## src/rtl/alu_seq_if.sv

```systemverilog
`default_nettype none
// ============================================================================
// Module   : alu_seq_if
// Purpose  : Operand-issue / result handshake bundle for alu_seq.
//            The master drives operands and accepts results.
//            The slave (the ALU) consumes operands and produces results.
// Revision : 1.0 - initial release
// ============================================================================
interface alu_seq_if #(
  parameter int WIDTH = 8
);
  logic             in_valid;
  logic             in_ready;
  logic [WIDTH-1:0] A;
  logic [WIDTH-1:0] B;
  logic [2:0]       opcode;
  logic             out_valid;
  logic             out_ready;
  logic [WIDTH-1:0] result;
  logic             cout;
  logic             zero;

  modport master (
    output in_valid, A, B, opcode, out_ready,
    input  in_ready, out_valid, result, cout, zero
  );

  modport slave (
    input  in_valid, A, B, opcode, out_ready,
    output in_ready, out_valid, result, cout, zero
  );
endinterface
`default_nettype wire

```

## src/rtl/alu_seq.sv

```systemverilog
`default_nettype none
// ============================================================================
// Module   : alu_seq
// Purpose  : WIDTH-generic handshaked ALU. ADD/SUB/AND/OR/XOR complete in
//            one cycle. MUL (shift-add) and DIV (restoring) iterate once per
//            clock for WIDTH clocks. Macro ALU_REM_EN turns opcode 111 into
//            REM on the divide engine; otherwise 111 is reserved and yields 0.
// Revision : 1.0 - initial release
// ============================================================================
module alu_seq #(
  parameter int WIDTH = 8
) (
  input  logic       clk,
  input  logic       rst_n,
  alu_seq_if.slave   bus
);

  localparam logic [2:0] c_OP_ADD = 3'b000;
  localparam logic [2:0] c_OP_SUB = 3'b001;
  localparam logic [2:0] c_OP_MUL = 3'b010;
  localparam logic [2:0] c_OP_DIV = 3'b011;
  localparam logic [2:0] c_OP_AND = 3'b100;
  localparam logic [2:0] c_OP_OR  = 3'b101;
  localparam logic [2:0] c_OP_XOR = 3'b110;
`ifdef ALU_REM_EN
  localparam logic [2:0] c_OP_REM = 3'b111;
`endif

  localparam int                 c_CNT_W = $clog2(WIDTH);
  localparam logic [c_CNT_W-1:0] c_LAST  = c_CNT_W'(WIDTH - 1);

  typedef enum logic [1:0] {
    S_IDLE = 2'd0,
    S_BUSY = 2'd1,
    S_DONE = 2'd2
  } state_t;

  state_t             r_state;
  state_t             w_state_next;

  // Captured operands and iteration state. r_hi/r_lo hold the partial
  // product (MUL) or the partial remainder / dividend-quotient (DIV/REM).
  logic [WIDTH-1:0]   r_a;
  logic [WIDTH-1:0]   r_b;
  logic [2:0]         r_op;
  logic [WIDTH-1:0]   r_hi;
  logic [WIDTH-1:0]   r_lo;
  logic [c_CNT_W-1:0] r_cnt;

  logic [WIDTH-1:0]   r_result;
  logic               r_cout;
  logic               r_zero;

  logic               w_accept;
  logic               w_is_mul;
  logic               w_is_div;
  logic               w_long;
  logic               w_last;

  logic [WIDTH-1:0]   w_sc_result;
  logic               w_sc_cout;

  logic [WIDTH:0]     w_mul_sum;
  logic [WIDTH:0]     w_div_shift;
  logic               w_div_ge;
  logic [WIDTH-1:0]   w_div_sub;
  logic [WIDTH-1:0]   w_hi_next;
  logic [WIDTH-1:0]   w_lo_next;
  logic [WIDTH-1:0]   w_fin_result;
  logic               w_fin_cout;

  assign bus.in_ready  = (r_state == S_IDLE);
  assign bus.out_valid = (r_state == S_DONE);
  assign bus.result    = r_result;
  assign bus.cout      = r_cout;
  assign bus.zero      = r_zero;

  assign w_accept = bus.in_valid && (r_state == S_IDLE);
  assign w_is_mul = (bus.opcode == c_OP_MUL);
`ifdef ALU_REM_EN
  assign w_is_div = (bus.opcode == c_OP_DIV) || (bus.opcode == c_OP_REM);
`else
  assign w_is_div = (bus.opcode == c_OP_DIV);
`endif
  // Divide by zero short-circuits to the single-cycle path with the error flag.
  assign w_long = w_is_mul || (w_is_div && (bus.B != '0));
  assign w_last = (r_cnt == c_LAST);

  // Single-cycle results, computed straight from the issuing operands.
  always_comb begin
    w_sc_result = '0;
    w_sc_cout   = 1'b0;
    case (bus.opcode)
      c_OP_ADD: {w_sc_cout, w_sc_result} = {1'b0, bus.A} + {1'b0, bus.B};
      c_OP_SUB: begin
        w_sc_result = bus.A - bus.B;
        w_sc_cout   = (bus.A < bus.B);
      end
      c_OP_DIV: w_sc_cout = 1'b1;
`ifdef ALU_REM_EN
      c_OP_REM: w_sc_cout = 1'b1;
`endif
      c_OP_AND: w_sc_result = bus.A & bus.B;
      c_OP_OR:  w_sc_result = bus.A | bus.B;
      c_OP_XOR: w_sc_result = bus.A ^ bus.B;
      default: begin
        w_sc_result = '0;
        w_sc_cout   = 1'b0;
      end
    endcase
  end

  // One iteration of either engine; MUL shifts right, DIV shifts left.
  always_comb begin
    w_mul_sum   = {1'b0, r_hi} + (r_lo[0] ? {1'b0, r_a} : '0);
    w_div_shift = {r_hi, r_lo[WIDTH-1]};
    w_div_ge    = (w_div_shift >= {1'b0, r_b});
    // When the trial succeeds the true difference is below r_b, so the
    // low WIDTH bits are exact.
    w_div_sub   = w_div_shift[WIDTH-1:0] - r_b;
    if (r_op == c_OP_MUL) begin
      w_hi_next = w_mul_sum[WIDTH:1];
      w_lo_next = {w_mul_sum[0], r_lo[WIDTH-1:1]};
    end else begin
      w_hi_next = w_div_ge ? w_div_sub : w_div_shift[WIDTH-1:0];
      w_lo_next = {r_lo[WIDTH-2:0], w_div_ge};
    end
  end

  // Result selection on the final iteration edge.
  always_comb begin
    w_fin_cout = (r_op == c_OP_MUL) && (|w_hi_next);
`ifdef ALU_REM_EN
    w_fin_result = (r_op == c_OP_REM) ? w_hi_next : w_lo_next;
`else
    w_fin_result = w_lo_next;
`endif
  end

  // State register.
  always_ff @(posedge clk or negedge rst_n) begin
    if (!rst_n) begin
      r_state <= S_IDLE;
    end else begin
      r_state <= w_state_next;
    end
  end

  // Next-state logic.
  always_comb begin
    w_state_next = r_state;
    case (r_state)
      S_IDLE: begin
        if (w_accept) begin
          w_state_next = w_long ? S_BUSY : S_DONE;
        end
      end
      S_BUSY: begin
        if (w_last) begin
          w_state_next = S_DONE;
        end
      end
      S_DONE: begin
        if (bus.out_ready) begin
          w_state_next = S_IDLE;
        end
      end
      default: w_state_next = S_IDLE;
    endcase
  end

  // Operand capture, engine iteration and result/flag registers.
  always_ff @(posedge clk or negedge rst_n) begin
    if (!rst_n) begin
      r_a      <= '0;
      r_b      <= '0;
      r_op     <= '0;
      r_hi     <= '0;
      r_lo     <= '0;
      r_cnt    <= '0;
      r_result <= '0;
      r_cout   <= 1'b0;
      r_zero   <= 1'b0;
    end else begin
      case (r_state)
        S_IDLE: begin
          if (w_accept) begin
            r_a   <= bus.A;
            r_b   <= bus.B;
            r_op  <= bus.opcode;
            r_cnt <= '0;
            r_hi  <= '0;
            r_lo  <= w_is_mul ? bus.B : bus.A;
            if (!w_long) begin
              r_result <= w_sc_result;
              r_cout   <= w_sc_cout;
              r_zero   <= (w_sc_result == '0);
            end
          end
        end
        S_BUSY: begin
          r_hi  <= w_hi_next;
          r_lo  <= w_lo_next;
          r_cnt <= r_cnt + 1'b1;
          if (w_last) begin
            r_result <= w_fin_result;
            r_cout   <= w_fin_cout;
            r_zero   <= (w_fin_result == '0);
          end
        end
        default: begin
          r_cnt <= r_cnt;
        end
      endcase
    end
  end

endmodule
`default_nettype wire

```

## src/flat_wrapper.sv

```systemverilog
// flat-port wrapper written by rule: the top's interface ports become plain ports
module alu_seq_flat 
#(
  parameter int WIDTH = 8
)
  (clk, rst_n, bus_in_valid, bus_A, bus_B, bus_opcode, bus_out_ready, bus_in_ready, bus_out_valid, bus_result, bus_cout, bus_zero);
  alu_seq_if #(.WIDTH(WIDTH)) bus_i ();
  input  logic clk;
  input  logic rst_n;
  input wire logic [$bits(bus_i.in_valid)-1:0] bus_in_valid;
  input wire logic [$bits(bus_i.A)-1:0] bus_A;
  input wire logic [$bits(bus_i.B)-1:0] bus_B;
  input wire logic [$bits(bus_i.opcode)-1:0] bus_opcode;
  input wire logic [$bits(bus_i.out_ready)-1:0] bus_out_ready;
  output wire logic [$bits(bus_i.in_ready)-1:0] bus_in_ready;
  output wire logic [$bits(bus_i.out_valid)-1:0] bus_out_valid;
  output wire logic [$bits(bus_i.result)-1:0] bus_result;
  output wire logic [$bits(bus_i.cout)-1:0] bus_cout;
  output wire logic [$bits(bus_i.zero)-1:0] bus_zero;
  assign bus_i.in_valid = bus_in_valid;
  assign bus_i.A = bus_A;
  assign bus_i.B = bus_B;
  assign bus_i.opcode = bus_opcode;
  assign bus_i.out_ready = bus_out_ready;
  assign bus_in_ready = bus_i.in_ready;
  assign bus_out_valid = bus_i.out_valid;
  assign bus_result = bus_i.result;
  assign bus_cout = bus_i.cout;
  assign bus_zero = bus_i.zero;
  alu_seq #(.WIDTH(WIDTH)) u_core (.clk(clk), .rst_n(rst_n), .bus(bus_i));
endmodule
```

## config.mk

```make
export PLATFORM = sky130hd
export DESIGN_NAME = alu_seq_flat
export DESIGN_NICKNAME = d
export VERILOG_FILES = /design/src/rtl/alu_seq_if.sv /design/src/rtl/alu_seq.sv /design/src/flat_wrapper.sv
export SDC_FILE = /design/constraint.sdc
export NUM_CORES = 1
export LEC_CHECK = 0
export ABC_AREA = 1
export ABC_CLOCK_PERIOD_IN_PS = 4650
export CORE_MARGIN = 1.5
export CORE_UTILIZATION = 25
export DETAILED_ROUTE_END_ITERATION = 16
export PLACE_DENSITY = 0.5
export SLEW_MARGIN = 0
export SYNTH_ARGS = -nofsm -noshare
export SYNTH_HDL_FRONTEND = slang
export SYNTH_SLANG_ARGS = --single-unit
export TNS_END_PERCENT = 10
```

## constraint.sdc

```tcl
create_clock -name clk -period 4.65 [get_ports clk]
set_input_delay 0.6975 -clock clk [delete_from_list [all_inputs] [get_ports clk]]
set_output_delay 0.6975 -clock clk [all_outputs]
set_load 0.05 [all_outputs]
```

==> flow_summary.yaml <==
status:
  status: "finished clean"
clock_network:
  cts-root-buf: "clkbuf_16"
  cts_max_path_buffers: 2
  htree_levels: 2
  cts.clk_slew.worst_paths_ns: 0.08
  cts_tree: "yes"
  cts.sinks: 50
  cts_setup_buffers: 0
  post_cts_resize_count: 0
  holdBufCountCts: 0
  cts_made_buffers: 5
  worstSkewPairLatency_ns: 0.30
timing:
  finalCriticalPeriod_ns: 2.896
  finalClockSkew_ns: 0.01076
  fin_crit_sh: 0.6229
  tns_ns: 0
  slew-limit-headroom: 0.5109
  final_hold_viol_count: 0
  setup_violations: 0
  max_freq_mhz: 345.3
  tightestPinTransition_ns: 0.7310
  finalMaxSlewViolations: 0
  rsz0062_at_grt: "false"
die:
  chipWidth_um: 136.2
  fp.dieH_um: 136.2
  ioPinCount: 35
  rows: 48
  start_util: 0.2564
  dieArea_um2: 18550
  coreArea_um2: 17300
power:
  pwr-share-clk: 0.132
  p_int_mw: 1.655
  combPwrFrac: 0.637
  p_switching_mw: 1.774
  p_seq_frac: 0.232
  max-vdd-ir-drop_mv: 0.3553
  p_per_area_nw_per_um2: 663.8
  p_leak_nw: 2.624
  power.switching_fraction: 0.5174
  p_total_mw: 3.429
placement:
  gp_congestion: 0.9458
  numPortBuffers: 34
  dp_hpwl_um: 10910
critical_path:
  crit_fanout: 4
  path_cells: "clkdlybuf4s50_1, inv_1, ha_1, fa_1, inv_1, nand2_1, nand2_1, o21ai_0, nor2_1, o211ai_1, nor2_1, nand2_1, nor2_1, nand4_1, a21oi_1"
  critical-path-slowest-cell: "clkdlybuf4s50_1"
  required_ns: 4.88
  path_buf_inv: 3
  crit_family: "buffers and inverters"
  arrival_ns: 3.13
  reg2reg_setup_slack_ns: 2.02
  critPathKind: "input pin to flip-flop"
  slowest_delay_ns: 0.53
  critPathLaunchType: "input pin"
  cp-end-kind: "flip-flop"
job:
  drv_cap: 0
synthesis:
  synthArstFlopShare: 1.000
  synth_top_cell_area_share: 0.2822
  synth_nets: 726
  synth_edf_count: 0
  ys_seq_area_frac: 0.2822
  synth-xor-area-share: 0.01383
  synth_top_family_by_area: "simple AND/OR/NAND/NOR gates"
  synth-seq-cells: 50
  avgSynthCellArea_um2: 6.749
  netlist_top_cells_area: "dfrtp_1 (28%), nand2_1 (14%), ha_1 (12%), inv_1 (6.9%), o21ai_0 (5.9%)"
  yosysWarnings: 0
  synth_area_um2: 4434
  muxShareOfSynthArea: 0
  syn_inst: 657
  synth_flop_cell: "dfrtp_1"
  synthDistinctLibCells: 45
  yosys.area_share.adder: 0.1366
  synth_area_leader_cell: "dfrtp_1"
  synth-compound-area-share: 0.1676
  yosys.area_share.simple: 0.3019
cells_and_area:
  layout.nets: 751
  diodes: 0
  fin_util: 0.2987
  drive_gt1_frac: 0.06296
  area_growth_pct: 16.51
global_routing:
  antenna_found_initial: 0
  grt_use_total: 0.1549
  grt_max_degree: 51
  grt_overflow: 0
  grt_pass1_vias: 4188
  grt_pass1_wl_um: 22260
detailed_routing:
  vias_per_cell: 4.728
  drt-total-wl_um: 13780
  first_pass_iters: 5
  first_iter_violations: 199
  route.detailed.drc: 0
  ant_nets: 0
  vias: 4293
  wl_per_cell_um: 15.18
worst_hold_path:
  hold_class: "flip-flop to flip-flop"
==> power groups by stage <==
stage	sequential, mW	clock [mW]	combinational, mW
4_1_cts	0.798	0.453	2.21
3_3_place_gp	0.803	0	2.19
2_1_floorplan	0.889	0	1.52
3_5_place_dp	0.802	0	2.20
6_report	0.794	0.451	2.18
5_1_grt	0.821	0.469	2.50
==> cell families after synthesis <==
| family | after synthesis |
|---|---|
| xor+xnor | 7 |
| flops | 50 |
| compound gates | 132 |
| buf+inv | 113 |
| fa+ha+maj | 46 |
| simple gates | 309 |
==> state kept, by name, summed over array words and instances, names as in the netlist <==
register / count
u_core.bus.cout: 1
u_core.r_state: 2
u_core.r_a: 8
u_core.r_op: 3
u_core.r_b: 8
u_core.bus.zero: 1
u_core.r_cnt: 3
u_core.r_lo: 8
u_core.r_hi: 8
u_core.bus.result: 8
==> placed cells by master, fill, tap and decap left out, types with 5 or more instances in the layout <==
| cell type | instances |
|---|---|
| a21oi_1 | 42 |
| clkbuf_16 | 5 |
| clkdlybuf4s50_1 | 33 |
| dfrtp_1 | 50 |
| ha_1 | 42 |
| inv_1 | 82 |
| inv_2 | 13 |
| nand2_1 | 165 |
| nand2_2 | 5 |
| nand3_1 | 41 |
| nand4_1 | 12 |
| nor2_1 | 69 |
| o21ai_0 | 52 |
| o22ai_1 | 10 |
| xnor2_1 | 5 |
==> final cells by class <==
type | instances | area (µm²)
flip-flops and latches | 50 | 1251
multi-input cells | 494 | 2749
clock inverters | 2 | 38.79
repair buffers | 36 | 350.3
well taps | 225 | 281.5
inverters | 95 | 356.6
clock buffers | 6 | 138.9
fillers | 1970 | 12130
==> final timing paths <==
check	start	endpoint	depth (start not counted)
min in group asynchronous	rst_n	u_core.r_hi[3]	2
min reg2reg	u_core.r_op[0]	u_core.r_op[0]	2
max	bus_A[0]	u_core.bus.zero	15
max in group asynchronous	rst_n	u_core.r_hi[4]	2
max reg2reg	u_core.r_state[0]	u_core.bus.cout	10
min	u_core.r_op[0]	u_core.r_op[0]	2
==> per-stage QoR <==
| stage | area, µm² | hold WS (ns) | worst slack (ns) | instances |
|---|---|---|---|---|
| 2_1_floorplan | 4434 | 0.4019 | 2.406 | 657 |
| 3_3_place_gp | 4989 | 0.4684 | 1.470 | 900 |
| 3_5_place_dp | 4989 | 0.4742 | 1.457 | 900 |
| 4_1_cts | 5166 | 0.4895 | 1.777 | 908 |
| 5_1_grt | 5166 | 0.5039 | 1.580 | 908 |
| 6_report | 5166 | 0.4867 | 1.754 | 908 |
==> tightest hold or removal path, stage by stage, from the launching register on <==
cell and delay, ns:
dfrtp_1 0.35, nand2_1 0.05, o21ai_0 0.05
==> metal layers <==
| metal | up-vias | wire length (µm) | track usage |
|---|---|---|---|
| met1 | 1998 | 6646 | 0.2088 |
| met5 | - | 0 | 0 |
| met4 | 0 | 343 | 0.05083 |
| li1 | 2193 | - | - |
| met2 | 84 | 6358 | 0.2584 |
| met3 | 18 | 434 | 0.01603 |
==> synth_stat cells (3+ instances only) <==
cell type,number
o22ai_1,10
ha_1,42
fa_1,4
nand3_1,41
a22oi_1,3
inv_1,82
buf_2,5
o21ai_0,52
nand4_1,12
xnor2_1,5
nand2_1,165
o21ai_1,4
nor2_4,3
inv_2,13
o211ai_1,4
a21oi_1,42
nor2_1,69
dfrtp_1,50
clkbuf_1,11
nand2_2,5
(Power assumes the default switching activity.)
==> RTL edit (same settings) <==
`WIDTH` is set to 8 in 3 places; all go to 4.
--- a/src/rtl/alu_seq_if.sv
+++ b/src/rtl/alu_seq_if.sv
@@ -9,3 +9,3 @@
 interface alu_seq_if #(
-  parameter int WIDTH = 8
+  parameter int WIDTH = 4
 );
--- a/src/rtl/alu_seq.sv
+++ b/src/rtl/alu_seq.sv
@@ -10,3 +10,3 @@
 module alu_seq #(
-  parameter int WIDTH = 8
+  parameter int WIDTH = 4
 ) (
--- a/src/flat_wrapper.sv
+++ b/src/flat_wrapper.sv
@@ -3,3 +3,3 @@
 #(
-  parameter int WIDTH = 8
+  parameter int WIDTH = 4
 )
Ports: changed (resized bus_A, bus_B and bus_result); port bits go from 35 to 23. The function was not compared with the original's and may differ.
==> RTL edit against the unedited design <==
Power down 53%. Clock skew down 0.0045 ns. Worst setup slack better by 0.27 ns. Routed wire length down 58%. Final area down 48%. Area after synthesis down 49%. Critical path type unchanged. Die area down 48%. Sequential cell count down 21. Via count down 52%. First-iteration DRC count down 65%.
==> RTL edit: results <==
export IMPL_gp_congestion=0.824
export IMPL_reg2reg_depth=9
export IMPL_pg_clk_w=0.000225
export IMPL_p_leak_nw=1.37
export IMPL_crit_arrival_ns=2.83
export IMPL_seqPwrFrac=0.280
export IMPL_skew_ns=0.00622
export IMPL_synth_xor_area_frac=0.00385
export IMPL_drive_gt1_frac=0.0776
export IMPL_grt_pass1_wl_microns=9910
export IMPL_buffer_area_frac=0.0843
export IMPL_wl_per_cell_microns=13.2
export IMPL_synthAdderAreaFrac=0.151
export IMPL_netlist_instances=310
export IMPL_n_sequential_cell=29
export IMPL_run_status="finished clean"
export IMPL_dp_slack_ns=1.74
export IMPL_whs_endpoint="u_core.r_cnt[0]$_DFFE_PN0P_"
export IMPL_hold_start="u_core.r_cnt[0]$_DFFE_PN0P_"
export IMPL_synth_compound_area_frac=0.143
export IMPL_non_clock_buffer_count=23
export IMPL_clkPwrFrac=0.139
export IMPL_crit_path_max_incr_delay_ns=0.58
export IMPL_worst_hold_slack_ns=0.489
export IMPL_inv_count=51
export IMPL_regArea_sq_um=726
export IMPL_seq_share=0.269
export IMPL_multiInputGateArea_sq_um=1320
export IMPL_multi_input_cells=224
export IMPL_place_area_sq_um=2600
export IMPL_yosys_cell_types_count=34
export IMPL_clk_share=0.0375
export IMPL_grt_max_degree=30
export IMPL_grt_use_met3=0.0255
export IMPL_placed_cells=435
export IMPL_max_slew_worst_pin_slew_ns=0.657
export IMPL_portBuffers=22
export IMPL_holdPathStages=1
export IMPL_n_fill_cell=955
export IMPL_drt_iter0_drc=69
export IMPL_grt_usage=0.129
export IMPL_r2r_end="u_core.bus.result[3]$_DFFE_PN0P_"
export IMPL_vias=2040
export IMPL_fin_nets=374
RTL edit: cell types whose count changed in the layout (fill, tap and decap cells not counted), sizes merged, moves of 11 or more:
cell	before	now
dfrtp	50	29
nor2	74	32
inv	96	51
clkdlybuf4s50	33	22
nand2	172	71
o21ai	58	27
ha	42	21
nand3	43	23
a21oi	42	14
RTL edit: worst max path at each step:
stage / endpoint / depth (start not counted) / slack, ns / from
finish: u_core.bus.zero$_DFFE_PN0P_ / 13 / 2.03 / bus_B[0]
global route: u_core.bus.zero$_DFFE_PN0P_ / 13 / 1.79 / bus_B[0]
global placement: u_core.bus.zero$_DFFE_PN0P_ / 13 / 1.78 / bus_B[0]
detailed placement: u_core.bus.zero$_DFFE_PN0P_ / 13 / 1.74 / bus_B[0]
floorplan: u_core.bus.zero$_DFFE_PN0P_ / 13 / 2.52 / bus_A[0]
CTS: u_core.bus.zero$_DFFE_PN0P_ / 13 / 2.03 / bus_B[0]
